`src/rtl/mem_access_ctrl.sv`:
```
// Burst load/store sequencer that is the only master of a 256x16 single-port data memory.
// Latency: a store word is written on the edge it is taken; a load word is returned READ_LAT+1 clocks after its address is presented.
// Backpressure: wr_valid low stalls a store; a request is held off until IDLE; rd_valid cannot be stalled.
module mem_access_ctrl #(
    parameter int ADDR_W   = 8,
    parameter int DATA_W   = 16,
    parameter int LEN_W    = 4,
    parameter int READ_LAT = 1
) (
    input  logic              clk,
    input  logic              rst_n,
    input  logic              req_valid,
    output logic              req_ready,
    input  logic              req_write,
    input  logic [ADDR_W-1:0] req_addr,
    input  logic [LEN_W-1:0]  req_len,
    input  logic [DATA_W-1:0] wr_data,
    input  logic              wr_valid,
    output logic              wr_ready,
    output logic [DATA_W-1:0] rd_data,
    output logic              rd_valid,
    output logic              rd_last,
    output logic              done,
    output logic              busy,
    output logic              mem_enable,
    output logic [ADDR_W-1:0] mem_address,
    output logic [DATA_W-1:0] mem_data_in,
    input  logic [DATA_W-1:0] mem_data_out
);

    localparam int LAT_W = (READ_LAT < 1) ? 1 : $clog2(READ_LAT + 1);

    typedef enum logic [1:0] {
        IDLE  = 2'd0,
        WRITE = 2'd1,
        READ  = 2'd2
    } state_t;

    state_t              state;
    logic [ADDR_W-1:0]   cur_addr;
    logic [LEN_W-1:0]    beat_cnt;
    logic [LAT_W-1:0]    lat_cnt;

    // The write strobe is gated by state so an X on the data path never reaches it.
    assign req_ready   = (state == IDLE);
    assign busy        = (state != IDLE);
    assign wr_ready    = (state == WRITE);
    assign mem_enable  = (state == WRITE) && wr_valid;
    assign mem_address = cur_addr;
    assign mem_data_in = (state == WRITE) ? wr_data : '0;

    always_ff @(posedge clk or negedge rst_n) begin
        if (!rst_n) begin
            state    <= IDLE;
            cur_addr <= '0;
            beat_cnt <= '0;
            lat_cnt  <= '0;
            rd_data  <= '0;
            rd_valid <= 1'b0;
            rd_last  <= 1'b0;
            done     <= 1'b0;
        end else begin
            rd_valid <= 1'b0;
            rd_last  <= 1'b0;
            done     <= 1'b0;
            case (state)
                IDLE: begin
                    if (req_valid) begin
                        cur_addr <= req_addr;
                        beat_cnt <= req_len;
                        lat_cnt  <= '0;
                        state    <= req_write ? WRITE : READ;
                    end
                end
                WRITE: begin
                    if (wr_valid) begin
                        cur_addr <= cur_addr + ADDR_W'(1);
                        beat_cnt <= beat_cnt - LEN_W'(1);
                        if (beat_cnt == '0) begin
                            state <= IDLE;
                            done  <= 1'b1;
                        end
                    end
                end
                READ: begin
                    // Address has been stable for READ_LAT edges, so data_out is valid now.
                    if (lat_cnt == LAT_W'(READ_LAT)) begin
                        rd_data  <= mem_data_out;
                        rd_valid <= 1'b1;
                        rd_last  <= (beat_cnt == '0);
                        cur_addr <= cur_addr + ADDR_W'(1);
                        beat_cnt <= beat_cnt - LEN_W'(1);
                        lat_cnt  <= '0;
                        if (beat_cnt == '0) begin
                            state <= IDLE;
                            done  <= 1'b1;
                        end
                    end else begin
                        lat_cnt <= lat_cnt + LAT_W'(1);
                    end
                end
                default: state <= IDLE;
            endcase
        end
    end

endmodule

```
`config.mk`:
```
export PLATFORM = sky130hd
export DESIGN_NAME = mem_access_ctrl
export DESIGN_NICKNAME = d
export VERILOG_FILES = /design/src/rtl/mem_access_ctrl.sv
export SDC_FILE = /design/constraint.sdc
export NUM_CORES = 1
export LEC_CHECK = 0
export ABC_CLOCK_PERIOD_IN_PS = 2100
export CORE_MARGIN = 3
export CORE_UTILIZATION = 39
export CTS_BUF_LIST = sky130_fd_sc_hd__clkbuf_16
export DETAILED_ROUTE_END_ITERATION = 12
export PLACE_DENSITY = 0.87
export SLEW_MARGIN = 10
export SYNTH_ARGS = -nofsm -noshare
export SYNTH_HDL_FRONTEND = slang
export SYNTH_SLANG_ARGS = --single-unit
```
`constraint.sdc`:
```
create_clock -name clk -period 2.1 [get_ports clk]
set_input_delay 0.63 -clock clk [delete_from_list [all_inputs] [get_ports clk]]
set_output_delay 0.63 -clock clk [all_outputs]
set_load 0.02 [all_outputs]
```
[Word-level counts from Yosys, hierarchy flattened]
Cells that the tools add are included.
Storage, ports and cells
  register bits: 34
  bits of input ports: 49
  output and inout port bits: 47
  logic and storage cells: 52
Operators by class
  add/sub/neg operators: 3
  eq/ne operators: 5
  muxes and demuxes: 26
  reductions and logical operators: 10
Operator list (number)
  $mux 8: 3
  $pmux 8 s3: 1
  $mux 16: 1
  $mux 4: 3
  $pmux 4 s3: 1
  $mux 2: 5
  $mux 1: 9
  $add 8x1->8 const B: 1
  $ne 2x2->1 const B: 3
  $pmux 2 s3: 1
  $logic_not 4->1: 1
  $pmux 1 s2: 2
  $reduce_and 2->1: 2
  $reduce_and 4->1: 1
  $reduce_bool 2->1: 2
  $sub 4x1->4 const B: 1
  $reduce_and 3->1: 1
  $reduce_bool 3->1: 1
  $eq 2x1->1 const B: 1
  $eq 2x2->1 const B: 1
  $logic_not 2->1: 1
  $add 1x1->1 const B: 1
  $logic_and 1x1->1: 1

[Depth between registers and ports, before layout]
Gate-level depths: netlist of run 1.
  depth in word-level cells: 4
  depth in mapped cells: 8
  gate-level depth less buffers: 6

[Worst setup path before layout of run 1]
Ideal clock, no wire load.
  path kind: flip-flop to flip-flop
  from: register state[0]
  to: register cur_addr[6] (netlist: mem_address[6])
  library setup time: 0.138 ns
  arrival: 1.858 ns
  required time: 1.962 ns
  path slack: 0.103 ns
  stages on the path, launching flop included: 8
  buffers on the path: 1
  clock period less this slack: 1.997 ns
  cells stage by stage: dfrtp_1 inv_1 ha_1 nor2b_1 or4_4 buf_6 o31ai_2 a21oi_1
Between the ends
  word-level cells in the longest chain between the ends: 3
  elaborated cells on any way between the ends: 9
  classes of those cells: 5 x eq/ne; 1 x mux; 3 x reduce/logical
RTL lines
  start, declared: RTL line 39  | state_t state;
  start signal, assigned: RTL line 72  | state <= req_write ? WRITE : READ;
  $logic_not 2->1 *
  net req_ready: RTL line 13  | output logic req_ready,
  $ne 2x2->1 (no line) / $reduce_bool 3->1 (equally long branches)
  $reduce_and 4->1 (no line)
  end signal, assigned: RTL line 69  | cur_addr <= req_addr;
  end signal, assigned: RTL line 77  | cur_addr <= cur_addr + ADDR_W'(1);
  end signal, assigned: RTL line 91  | cur_addr <= cur_addr + ADDR_W'(1);
  end, declared: RTL line 40  | logic [ADDR_W-1:0] cur_addr;
The timed path passes the listed nets; every way through them passes the cells marked *.
A chain may end at the register's enable or synchronous reset.

[Final worst setup path of run 1]
  from: input port wr_data[1]
  to: output port mem_data_in[1]
Between the ends
  word-level cells in the longest chain between the ends: 1
RTL lines
  start, declared: RTL line 17  | input logic [DATA_W-1:0] wr_data,
  $mux 16: RTL line 50  | assign mem_data_in = (state == WRITE) ? wr_data : '0;
  end, declared: RTL line 27  | output logic [DATA_W-1:0] mem_data_in,
No other way between the ends.

==> results.cfg, run 1 <==
[sta]
whs_ps = 500.9
setup_violations = 0
hold_viol_final = 0
rsz0062_at_grt = yes
slew_headroom = 0.7018
finalClockSkew_ps = 2.444
timing.final.crit_period_ps = 2076
fin_crit_sh = 0.9887
clock.fmax_mhz = 481.7
drv_slew = 0
worst_pin_slew_ps = 446.5

[grt]
grt_pass1_vias = 1807
antenna_found_initial = 0
grt-ovfl-total = 0
grt_use_met3 = 0.06019
grt_max_degree = 35
met2_usage = 0.3297
grt.busiest_layer = met2
grt_usage = 0.1797
use_met1 = 0.1964
grt_pass1_wl_um = 7652

[drt]
wire_per_inst_um = 14.14
postRouteAntennaNets = 0
first_pass_iters = 4
route.detailed.drc = 0
wl_um = 4611
viasPerCell = 5.147
drt_iter0_drc = 75
num_vias = 1678

[synthesis]
syn_nets = 225
synth-warning-count = 0
synthCells = 169
syn_area_mm2 = 0.001770
syn_area_per_cell_um2 = 10.48
synth.area.top_cells = dfrtp_1 48%, mux2_2 10%, and2_1 6.0%
yosysTopAreaCellShare = 0.4806
ys_seq_elements = 34
synthDistinctLibCells = 33
yosys.area.top_type = dfrtp_1
ys_seq_area_frac = 0.4806

[setup_path]
critPathLaunchType = input port
crit_slowest_cell = clkdlybuf4s50_1
path_delay_family = buffers and inverters
critical_path_buf_inv_count = 2
reg2reg_depth = 6
max_stage_delay_ps = 450
end_kind = output port
arrival_ps = 1450
cp_max_fo = 1
path_cells = clkdlybuf4s50_1 -> and2_1 -> clkdlybuf4s15_2
crit_type = in -> out
path_depth = 3
critical_path_required_ps = 1470

[floorplan]
die_w_um = 73.38
rows = 23
die_y_um = 73.38
coreArea_mm2 = 0.004173
initial_core_util = 0.4243
design.die.area_mm2 = 0.005384
ios = 96

[clocking]
clock-sinks = 34
cts_buffers = 5
cts-root-buf = clkbuf_16
holdBufCountCts = 0
clockBufferDepth = 2
clkLatencyLatePin_ps = 270
htreeDepth = 2
clk_pin_slew_ps = 50
cts_tree = done

[power]
combinationalPowerShare = 0.554
ir_drop_uv = 694.2
p_leak_nw = 1.337
p_int_w = 0.002984
power_frac_seq = 0.253
switchingPower_w = 0.001853
p_clk_frac = 0.192
power.density_mw_per_mm2 = 1620
total_power_w = 0.004837
swShare = 0.3831

[cells_and_area]
syn2layout_area_growth_pct = 68.62
num_antenna_cells = 0
layout-drive-gt1-share = 0.2246
nets = 331

[place]
io_buffers = 95
gp_congestion = 0.7781
dp_hpwl_um = 3390

[run]
drv_cap = 0

[run_status]
status = completed

[worst_hold_path]
whs_path_depth = 1
min_path_type = reg -> reg
[path summary, 6_finish.rpt]
check | from | to | slack, ps
worst max-delay path | wr_data[1] | mem_data_in[1] | 20
worst min-delay path | rd_data[12] | rd_data[12] | 500
worst max register to register | state[0] | mem_address[7] | 90
worst min register to register | rd_data[12] | rd_data[12] | 500
max in group asynchronous | rst_n | beat_cnt[1] | 1020
min in group asynchronous | rst_n | mem_address[5] | 780
[cell type report]
class / instances / area, µm²
well taps: 50 / 62.56
clock inverters: 3 / 63.81
multi-input cells: 119 / 877.1
flip-flops and latches: 34 / 850.8
fillers: 322 / 1187
repair buffers: 106 / 972.2
inverters: 9 / 33.78
clock buffers: 5 / 125.1
[synthesized netlist by cell type]
cell type  instances
a2111oi_2          1
a21oi_1            6
a31o_2             1
a31oi_1            1
and2_1            17
and3_1             1
and4_1             1
buf_1              1
buf_2              2
buf_6              1
clkbuf_1           3
dfrtp_1           34
ha_1               7
inv_1              9
mux2_2            16
mux2i_1            6
nand2_1           14
nand2b_1           3
nand3_1            2
nand4_1            1
nor2_1             6
nor2b_1            4
nor3_1             3
nor4_1             2
o2111a_1           1
o211ai_1           1
o21ai_0           11
o21bai_1           1
o22ai_1            7
o31ai_2            1
or2_2              3
or4_4              1
or4b_1             1
[cell families (layout without fill, tap and decap cells)]
group | count (synthesis) | count (layout) | synth area share
AO/OA/AOI/OAI | 31 | 31 | 0.1117
flip-flops | 34 | 34 | 0.4806
multiplexers | 22 | 22 | 0.1357
buffers and inverters | 16 | 123 | 0.03957
adder cells (fa/ha/maj) | 7 | 7 | 0.04947
AND/OR/NAND/NOR | 59 | 59 | 0.1830
[state kept, by name, summed over array words and instances, names as in the netlist]
name and count:
beat_cnt 4, done 1, rd_last 1, lat_cnt 1, mem_address 8, state 2, rd_valid 1, rd_data 16
[worst register-to-register path, stage by stage (launching register included)]
cell and delay, ps:
dfrtp_1 380, inv_1 110, ha_1 250, nor2b_1 180
or4_4 590, nor4_2 300, nor3_1 80
[what timing repair did]
action                                  in CTS  in global routing
hold endpoints to repair                     0                  0
gates resized for setup                     58                 17
cloned                                       0                  0
buffers inserted                             0                  0
pin swaps                                    0                  0
endpoints found under the setup margin      20                 19
[placed cells by master, fill, tap and decap left out, types with 2 or more instances in the layout]
| cell | count |
|---|---|
| nand3_1 | 2 |
| nand2b_1 | 3 |
| nor2b_1 | 4 |
| buf_4 | 11 |
| clkdlybuf4s15_2 | 2 |
| ha_1 | 5 |
| dfrtp_1 | 34 |
| inv_1 | 9 |
| nor3_1 | 3 |
| clkdlybuf4s50_1 | 75 |
| or2_2 | 3 |
| a21oi_1 | 6 |
| clkbuf_16 | 5 |
| mux2i_1 | 6 |
| buf_2 | 14 |
| o22ai_1 | 6 |
| bufinv_16 | 2 |
| nand2_1 | 14 |
| nor2_1 | 6 |
| dlygate4sd2_1 | 3 |
| and2_1 | 17 |
| mux2_2 | 16 |
| o21ai_0 | 11 |
[power by group through the flow]
stage	Clock (W)	Combinational (W)	Sequential, W
detailed placement	0	0.00271	0.00122
floorplan	0	0.00128	0.00149
global route	0.000983	0.00292	0.00127
global placement	0	0.00266	0.00120
finish	0.000931	0.00268	0.00122
CTS	0.000947	0.00270	0.00122
[layer usage]
metal / wire length (µm) / vias to the layer above
met5: 0 / -
met4: 42 / 0
met3: 454 / 4
met2: 2342 / 89
met1: 1772 / 779
li1: - / 806
[stage by stage]
step	utilization	instance area (µm²)	setup TNS, ps	std cells	setup WS (ps)
after CTS	0.7289	3042	0	326	6.548
after global placement	0.6813	2843	-6433	318	-436.8
after global routing	0.7154	2985	-142.3	326	-48.54
final	0.7154	2985	0	326	23.80
after detailed placement	0.6813	2843	-6750	318	-436.4
after floorplan	-	1770	0	169	103.5
Note: power is estimated with default switching activity, not from simulation.
==> run 2, diff against run 1 <==
Settings changed: CORE_MARGIN 3 to 2, CORE_UTILIZATION 39 to 50, DONT_BUFFER_PORTS from default to 1, PLACE_DENSITY 0.87 to 0.72.
==> run 2 against run 1 <==
Against the previous run:
- via count is 22% lower
- largest power group unchanged
- critical endpoint is now mem_address[7]
- global-route usage is 3.0 points higher
- largest cell class is now multi-input combinational cells
- hold slack worse by 450 ps
- die area is 25% lower
- sequential share of layout area is 14 points higher
- clock-buffer cell count stayed put
==> results.cfg, run 2 (synthesis gave the netlist of run 1 again) <==
[run_status]
status = completed

[sta]
finalClockSkew_ps = 3.608
clock.fmax_mhz = 490.4
whs_ps = 50.78
timing.final.crit_period_ps = 2039
hold_viol_final = 0
worst_pin_slew_ps = 443.1
setup_violations = 0
drv_slew = 0
setup_slack_ps = 60.83
fin_setup_tns_ps = 0
slew_headroom = 0.7040
fin_crit_sh = 0.9710

[place]
io_buffers = 0
gp_congestion = 0.8836
place_ws_ps = 66.39
dp_cells = 213
dp_hpwl_um = 2912

[grt]
grt_pass1_vias = 1382
met2_usage = 0.3658
grt_usage = 0.2097
use_met1 = 0.2396
grt.busiest_layer = met2
grt_pass1_wl_um = 6465
grt-ovfl-total = 0
antenna_found_initial = 0
grt_max_degree = 35
grt_use_met3 = 0.06786

[clocking]
cts-root-buf = clkbuf_16
clock-sinks = 34
cts_tree = done
clockBufferDepth = 2
htreeDepth = 2
holdBufCountCts = 0
clk_pin_slew_ps = 50
clkLatencyLatePin_ps = 270
cts_buffers = 5

[floorplan]
ios = 96
rows = 21
coreArea_mm2 = 0.003363
design.die.area_mm2 = 0.004033
initial_core_util = 0.5264
die_w_um = 63.51
die_y_um = 63.51

[drt]
viasPerCell = 5.986
wl_um = 3926
first_pass_iters = 4
postRouteAntennaNets = 0
route.detailed.drc = 0
drt_iter0_drc = 209
wire_per_inst_um = 17.85
num_vias = 1317

[setup_path]
crit_end = mem_address[7]
critPathLaunch = state[0]
crit_type = reg -> reg
cp_max_fo = 11
regToRegSetupSlack_ps = 60
critPathLaunchType = flop
r2r-start = state[0]
arrival_ps = 2190
reg2reg_to = mem_address[7]
critical_path_required_ps = 2250
reg2reg_depth = 6
end_kind = flop

[power]
p_leak_nw = 0.9044
power.density_mw_per_mm2 = 1908
ir_drop_uv = 995.0

[cells_and_area]
largest_reg_flops = 16
stdcell_count = 220
final_common_cell = dfrtp_1
mostFrequentLayoutCells = 34 x dfrtp_1, 16 x mux2_2, 14 x nand2_1
num_antenna_cells = 0
regMostFlops = rd_data
nets = 230
syn2layout_area_growth_pct = 13.64
layout-drive-gt1-share = 0.2989

[run]
drv_cap = 0

[worst_hold_path]
min_path_type = in -> async
## run 2: cell count changes in the layout (fill, tap and decap cells not counted), sizes merged
cell,delta
clkdlybuf4s15,-2
dlygate4sd2,-3
bufinv,-2
buf,-21
clkinv,+1
clkdlybuf4s50,-75
## run 2: per-layer routing
metal,share of wire,up-vias
li1,-,600
met1,0.36,616
met2,0.53,90
met3,0.091,11
met4,0.026,0
met5,0,-
## run 2: what timing repair did
action                                  4_1_cts  5_1_grt
buffers inserted                              0        0
endpoints found under the setup margin        1       20
gates resized for setup                       1       18
pin swaps                                     0        0
## run 2: worst min-delay path by stage
stage | to | start | depth (start not counted) | slack [ps]
after detailed placement | mem_address[5] | rst_n | 0 | 340
after global routing | rd_data[8] | rst_n | 0 | 30
final | mem_address[5] | rst_n | 0 | 50
after global placement | mem_address[5] | rst_n | 0 | 340
after floorplan | beat_cnt[0] | rst_n | 0 | 330
after CTS | rd_data[8] | rst_n | 0 | 40
## run 2: cell type report
cell class | instances | area (µm²)
well taps | 46 | 57.56
inverters | 9 | 33.78
clock inverters | 2 | 10.01
repair buffers | 5 | 41.29
fillers | 300 | 1351
flip-flops and latches | 34 | 850.8
clock buffers | 5 | 125.1
multi-input cells | 119 | 893.4
## run 2: metrics by stage
step,util,cell area [µm²],power (W)
floorplan,-,1770,0.002775
global route,0.5982,2012,0.004114
detailed placement,0.5458,1836,0.003106
finish,0.5982,2012,0.003838
CTS,0.5863,1972,0.003802
global placement,0.5458,1836,0.002996
## run 2: report_power, final
part | internal (W) | leakage, nW | total (W) | switching, W
Combinational | 0.000705 | 0.429 | 0.00160 | 0.000897
Sequential | 0.000975 | 0.406 | 0.00156 | 0.000590
Clock | 0.000427 | 0.0694 | 0.000671 | 0.000244
## run 2: critical path, stage by stage (launching register included)
cell and delay [ps]:
dfrtp_1 380, inv_1 90, ha_1 240, nor2b_1 200, or4_4 620, nor4_4 310, nor3_1 80
